[src/rtl/data_mem_access_ctrl.sv]
// MEM-stage data memory sequencer: decodes load/store codes, drives a
// busywait-style data memory, aligns/extends load data and freezes the
// pipeline while an access is in flight.
module data_mem_access_ctrl #(
  parameter int TIMEOUT_CYCLES = 16,
  parameter int CNT_WIDTH      = 5
) (
  input  logic        CLK,
  input  logic        RESET,
  input  logic [31:0] MEM_ALU_OUT,
  input  logic [31:0] MEM_REG_DATA2,
  input  logic [3:0]  MEM_DATA_MEM_READ,
  input  logic [2:0]  MEM_DATA_MEM_WRITE,
  input  logic        DMEM_BUSYWAIT,
  input  logic [31:0] DMEM_READDATA,
  output logic        DMEM_READ,
  output logic        DMEM_WRITE,
  output logic [31:0] DMEM_ADDR,
  output logic [31:0] DMEM_WRITEDATA,
  output logic [3:0]  DMEM_BYTE_EN,
  output logic [31:0] LOAD_DATA,
  output logic        STALL,
  output logic        ACCESS_FAULT,
  output logic        TIMEOUT_FAULT
);

  typedef enum logic [1:0] {IDLE, ACCESS, DONE} state_t;

  state_t               state, state_nxt;
  logic [CNT_WIDTH-1:0] wait_cnt;
  logic [2:0]           funct3_q;
  logic [1:0]           offset_q;

  logic       rd_en, wr_en, any_req, code_ok, misaligned, legal_req, bad_req;
  logic [1:0] size;
  logic       timeout_hit;

  // Byte lane enables for a given access size and byte offset.
  function automatic logic [3:0] lane_enables(input logic [1:0] sz, input logic [1:0] off);
    case (sz)
      2'b00:   lane_enables = 4'(4'b0001 << off);
      2'b01:   lane_enables = off[1] ? 4'b1100 : 4'b0011;
      default: lane_enables = 4'b1111;
    endcase
  endfunction

  // Store data replicated across every lane the size could land on.
  function automatic logic [31:0] store_lanes(input logic [1:0] sz, input logic [31:0] d);
    case (sz)
      2'b00:   store_lanes = {4{d[7:0]}};
      2'b01:   store_lanes = {2{d[15:0]}};
      default: store_lanes = d;
    endcase
  endfunction

  // Shift the addressed lane down and sign/zero-extend according to funct3.
  function automatic logic [31:0] load_align(input logic [31:0] rdata, input logic [1:0] off,
                                             input logic [2:0] f3);
    logic        [31:0] lane;
    logic signed [31:0] ext;
    lane = rdata >> {off, 3'b000};
    case (f3)
      3'b000:  begin ext = $signed(lane[7:0]);  load_align = ext; end
      3'b001:  begin ext = $signed(lane[15:0]); load_align = ext; end
      3'b100:  load_align = {24'h0, lane[7:0]};
      3'b101:  load_align = {16'h0, lane[15:0]};
      default: load_align = lane;
    endcase
  endfunction

  // Request decode: legality of the code and natural alignment of the address.
  always_comb begin
    rd_en   = MEM_DATA_MEM_READ[3];
    wr_en   = MEM_DATA_MEM_WRITE[2];
    any_req = rd_en | wr_en;
    size    = rd_en ? MEM_DATA_MEM_READ[1:0] : MEM_DATA_MEM_WRITE[1:0];
    code_ok = 1'b0;
    if (rd_en && !wr_en) begin
      case (MEM_DATA_MEM_READ[2:0])
        3'b000, 3'b001, 3'b010, 3'b100, 3'b101: code_ok = 1'b1;
        default:                                code_ok = 1'b0;
      endcase
    end else if (wr_en && !rd_en) begin
      code_ok = (MEM_DATA_MEM_WRITE[1:0] != 2'b11);
    end
    misaligned = ((size == 2'b01) && MEM_ALU_OUT[0]) ||
                 ((size == 2'b10) && (MEM_ALU_OUT[1:0] != 2'b00));
    legal_req  = any_req && code_ok && !misaligned;
    bad_req    = any_req && !legal_req;
  end

  assign timeout_hit = (state == ACCESS) && DMEM_BUSYWAIT &&
                       (wait_cnt == CNT_WIDTH'(TIMEOUT_CYCLES - 1));

  // FSM state register.
  always_ff @(posedge CLK or negedge RESET) begin
    if (!RESET) state <= IDLE;
    else        state <= state_nxt;
  end

  // Next state and combinational stall; stall is held low while in reset.
  always_comb begin
    state_nxt = state;
    STALL     = 1'b0;
    case (state)
      IDLE: begin
        if (legal_req) begin
          STALL     = 1'b1;
          state_nxt = ACCESS;
        end
      end
      ACCESS: begin
        STALL = 1'b1;
        if (!DMEM_BUSYWAIT || timeout_hit) state_nxt = DONE;
      end
      DONE:    state_nxt = IDLE;
      default: state_nxt = IDLE;
    endcase
    if (!RESET) STALL = 1'b0;
  end

  // Memory request registers, wait counter, load result and fault pulses.
  always_ff @(posedge CLK or negedge RESET) begin
    if (!RESET) begin
      DMEM_READ      <= 1'b0;
      DMEM_WRITE     <= 1'b0;
      DMEM_ADDR      <= '0;
      DMEM_WRITEDATA <= '0;
      DMEM_BYTE_EN   <= '0;
      LOAD_DATA      <= '0;
      ACCESS_FAULT   <= 1'b0;
      TIMEOUT_FAULT  <= 1'b0;
      wait_cnt       <= '0;
      funct3_q       <= '0;
      offset_q       <= '0;
    end else begin
      ACCESS_FAULT  <= (state == IDLE) && bad_req;
      TIMEOUT_FAULT <= timeout_hit;
      case (state)
        IDLE: begin
          wait_cnt <= '0;
          if (legal_req) begin
            DMEM_READ      <= rd_en;
            DMEM_WRITE     <= wr_en;
            DMEM_ADDR      <= {MEM_ALU_OUT[31:2], 2'b00};
            DMEM_BYTE_EN   <= lane_enables(size, MEM_ALU_OUT[1:0]);
            DMEM_WRITEDATA <= store_lanes(size, MEM_REG_DATA2);
            funct3_q       <= MEM_DATA_MEM_READ[2:0];
            offset_q       <= MEM_ALU_OUT[1:0];
          end
        end
        ACCESS: begin
          if (!DMEM_BUSYWAIT) begin
            if (DMEM_READ) LOAD_DATA <= load_align(DMEM_READDATA, offset_q, funct3_q);
            DMEM_READ  <= 1'b0;
            DMEM_WRITE <= 1'b0;
            wait_cnt   <= '0;
          end else if (timeout_hit) begin
            LOAD_DATA  <= '0;
            DMEM_READ  <= 1'b0;
            DMEM_WRITE <= 1'b0;
            wait_cnt   <= '0;
          end else begin
            wait_cnt <= wait_cnt + 1'b1;
          end
        end
        default: wait_cnt <= '0;
      endcase
    end
  end

endmodule

[config.mk]
export PLATFORM = sky130hd
export DESIGN_NAME = data_mem_access_ctrl
export DESIGN_NICKNAME = d
export VERILOG_FILES = /design/src/rtl/data_mem_access_ctrl.sv
export SDC_FILE = /design/constraint.sdc
export NUM_CORES = 1
export LEC_CHECK = 0
export ABC_AREA = 1
export CAP_MARGIN = 40
export CORE_ASPECT_RATIO = 1.75
export CORE_MARGIN = 3
export CORE_UTILIZATION = 44
export CTS_BUF_LIST = sky130_fd_sc_hd__clkbuf_16
export CTS_CLUSTER_DIAMETER = 150
export CTS_CLUSTER_SIZE = 30
export DETAILED_ROUTE_END_ITERATION = 10
export PLACE_DENSITY = 0.8
export SLEW_MARGIN = 20
export SYNTH_ARGS = -nofsm -noshare
export SYNTH_HDL_FRONTEND = slang
export SYNTH_SLANG_ARGS = --single-unit
[constraint.sdc]
create_clock -name CLK -period 2.2 [get_ports CLK]
set_clock_uncertainty 0.2 [all_clocks]
set_input_delay 0.44 -clock CLK [delete_from_list [all_inputs] [get_ports CLK]]
set_output_delay 0.44 -clock CLK [all_outputs]
set_load 0.03 [all_outputs]
==> impl_metrics.csv <==
group,metric,value,unit
run_status,status,"finished, final reports clean",
drt,wl_per_cell,15.3,um
drt,drtAntennaViolNets,0,
final_layout,multi_input_area,2410,um2
drt,viasPerCell,4.89,
pwr,switching_share,42.3,%
pwr,leakagePower,4.33,nW
yosys,synth_cells,750,
yosys,synth_edf_count,0,
worst_setup_path,path_common_cell,"nand2_1",
drt,vias,5628,
sta,max_freq,473,MHz
final_layout,fillers,943,
final_layout,diodes,0,
place,gp_congestion,0.935,
sta,fin_crit_sh,96.0,%
floorplanning,start_util,45.5,%
clock_network,cts_root_buf,"clkbuf_16",
yosys,syn_area,5530,um2
worst_setup_path,max_stage_delay,220,ps
pwr,powerDensity,1480,nW/um2
clock_network,clk_pin_slew,50,ps
yosys,yosys.area.top_type,"dfrtp_1",
yosys,synth.avg_cell_area,7.37,um2
pwr,p_int,7.35,mW
global_route,grt_max_degree,115,
run,maxCapViolations,0,
sta,final-hold-violation-count,0,
sta,finalSetupViolCount,0,
drt,wl,17600,um
clock_network,numClockSinks,114,
sta,timing.final.ws_setup,87.4,ps
place,hpwl,12600,um
global_route,grt_pass1_wl,27900,um
worst_setup_path,cp_slowest_cell,"clkdlybuf4s15_1",
final_layout,fin_util,70.8,%
clock_network,cts.path.max_buffers,2,
clock_network,cts_tree,"built",
final_layout,nets,1080,
floorplanning,fp.dieH,154,um
worst_setup_path,cp.arrival,1470,ps
final_layout,fin_area,8590,um2
sta,tightest_slew,640,ps
global_route,grt_pass1_vias,5517,
worst_setup_path,crit_path_cell_trace,"clkdlybuf4s15_1, nor2_2, inv_1, nand2_1, nand2_1, inv_2, nand3_2, a21boi_2, buf_4, buf_12",
yosys,async_flop_share,100,%
sta,slew_viol_final,0,
pwr,ir_drop,0.000885,V
pwr,total_power,12.7,mW
clock_network,numCtsBuffers,17,
yosys,synth-seq-cells,114,
final_layout,syn2layout_area_growth,55.4,%
yosys,synth_top_cell_area_share,51.6,%
clock_network,ctsHtreeMaxLevel,4,
clock_network,clk_latency,410,ps
min_path,hold_path.class,"in -> reg",
yosys,yosysUniqueCellTypes,29,
global_route,overflow,0,
worst_setup_path,critical_path_class,"in -> out",
worst_setup_path,cp-start-kind,"input port",
worst_setup_path,end_kind,"output port",
drt,drt_iter0_drc,294,
yosys,synth_area_leaders,"dfrtp_1 (52%), nand2_1 (30%), nand3_1 (4.6%)",
worst_setup_path,cpLargestDelayFamily,"buffers and inverters",
place,io_buffers,208,
min_path,hold_path_depth,4,
sta,slew-limit-headroom,57.4,%
worst_setup_path,critPathMaxFanout,3,
place,place_area,7950,um2
drt,drtPass1Iterations,5,
place,dp_slack,-282,ps
pwr,power.combinational.fraction,49.7,%
yosys,ys_warn_count,0,
floorplanning,rows,53,
pwr,p_sw,5.40,mW
global_route,grt_use_total,25.5,%
floorplanning,die_area,14000,um2
yosys,yosys-top-cells-count,"nand2_1 (436), dfrtp_1 (114), nand3_1 (51)",
worst_setup_path,cp.required,1560,ps
worst_setup_path,path_depth,10,
pwr,seqPwrFrac,27.6,%
yosys,synth.most_common_cell,"nand2_1",
worst_setup_path,path_buf_inv,5,
floorplanning,io_pins,211,
yosys,ys.flop_type,"dfrtp_1",
final_layout,regArea,2850,um2
pwr,clock_power_share,22.7,%
worst_setup_path,reg2reg_depth,6,
drt,drcViolationCount,0,
sta,min_period,2110,ps
sta,rsz0062_at_grt,"false",
floorplanning,coreArea,12100,um2
global_route,grt_antenna_before_repair,0,
yosys,seq_area_frac_synth,51.6,%
final_layout,drive_gt1_share,9.74,%
floorplanning,die-width,90.7,um
==> placed cells by master, fill, tap and decap left out, types with 4 or more instances in the layout <==
master / n
buf_12: 7
nor2_1: 15
o21ai_0: 30
inv_2: 6
bufinv_16: 4
inv_1: 14
o211ai_1: 7
a21oi_1: 7
clkdlybuf4s50_1: 196
dfrtp_1: 114
clkinvlp_4: 4
nand3_1: 51
o21ai_1: 9
nor2_2: 4
nand2_1: 430
nand2_2: 9
buf_4: 30
clkbuf_16: 17
==> worst min-delay path: cells and delay by family <==
kind / cells / cell delay, ps
buffers and inverters: 3 / 310
AO/OA/AOI/OAI: 1 / 50
==> registers in the layout, summed over array words and instances (netlist names) <==
name and count:
DMEM_BYTE_EN 4, ACCESS_FAULT 1, DMEM_WRITE 1, offset_q 2
DMEM_ADDR 30, DMEM_READ 1, funct3_q 3, LOAD_DATA 32
wait_cnt 5, state 2, TIMEOUT_FAULT 1, DMEM_WRITEDATA 32
==> worst paths after layout <==
check / start / to / slack (ps)
worst max-delay path: MEM_DATA_MEM_WRITE[2] / STALL / 90
worst min-delay path: MEM_DATA_MEM_READ[1] / funct3_q[1] / 240
worst max register to register: offset_q[1] / LOAD_DATA[20] / 390
worst min register to register: wait_cnt[0] / wait_cnt[0] / 260
max in group asynchronous: RESET / LOAD_DATA[3] / 790
min in group asynchronous: RESET / DMEM_BYTE_EN[1] / 520
==> per-stage QoR <==
step | setup TNS (ps) | instances | hold slack, ps
6_report | 0 | 1151 | 238
5_1_grt | 0 | 1151 | 254
4_1_cts | 0 | 1151 | 264
3_5_place_dp | -9000 | 1118 | 257
3_3_place_gp | -6840 | 1118 | 246
2_1_floorplan | 0 | 751 | -55.6
==> per-layer routing <==
layer | track usage (%) | part of all wire [%]
met3 | 7.01 | 7.0
met4 | 11.2 | 3.4
met2 | 46.2 | 55
met1 | 27.4 | 34
met5 | 0 | 0
==> logic make-up after synthesis <==
family	synth area share [%]
buffers and inverters	5.41
AND/OR/NAND/NOR	37.1
adder cells (fa/ha/maj)	0.226
AO/OA/AOI/OAI	5.25
XOR/XNOR	0.317
other	0.0679
flip-flops	51.6
==> final cells by class <==
cell class / count / share of cell area, %
Inverter: 20 / 0.874
Tap cell: 165 / 2.40
Clock buffer: 17 / 4.95
Timing Repair Buffer: 245 / 28.3
Multi-Input combinational cell: 575 / 28.0
Sequential cell: 114 / 33.2
Clock inverter: 15 / 2.21
==> power groups by stage <==
stage / Clock (mW) / Combinational, mW / Sequential, mW
3_5_place_dp: 0 / 6.35 / 3.53
5_1_grt: 3.04 / 6.80 / 3.63
2_1_floorplan: 0 / 2.04 / 5.09
4_1_cts: 2.95 / 6.38 / 3.52
6_report: 2.89 / 6.34 / 3.52
3_3_place_gp: 0 / 6.28 / 3.52
==> timing repair <==
item | CTS | global route
endpoints found under the hold margin | 48 | 0
gates resized for setup | 18 | 16
hold buffers | 1 | 0
buffers inserted | 0 | 0
setup endpoints to repair | 1 | 2
pin swaps | 2 | 5
Power figures use the tool's default switching activity.
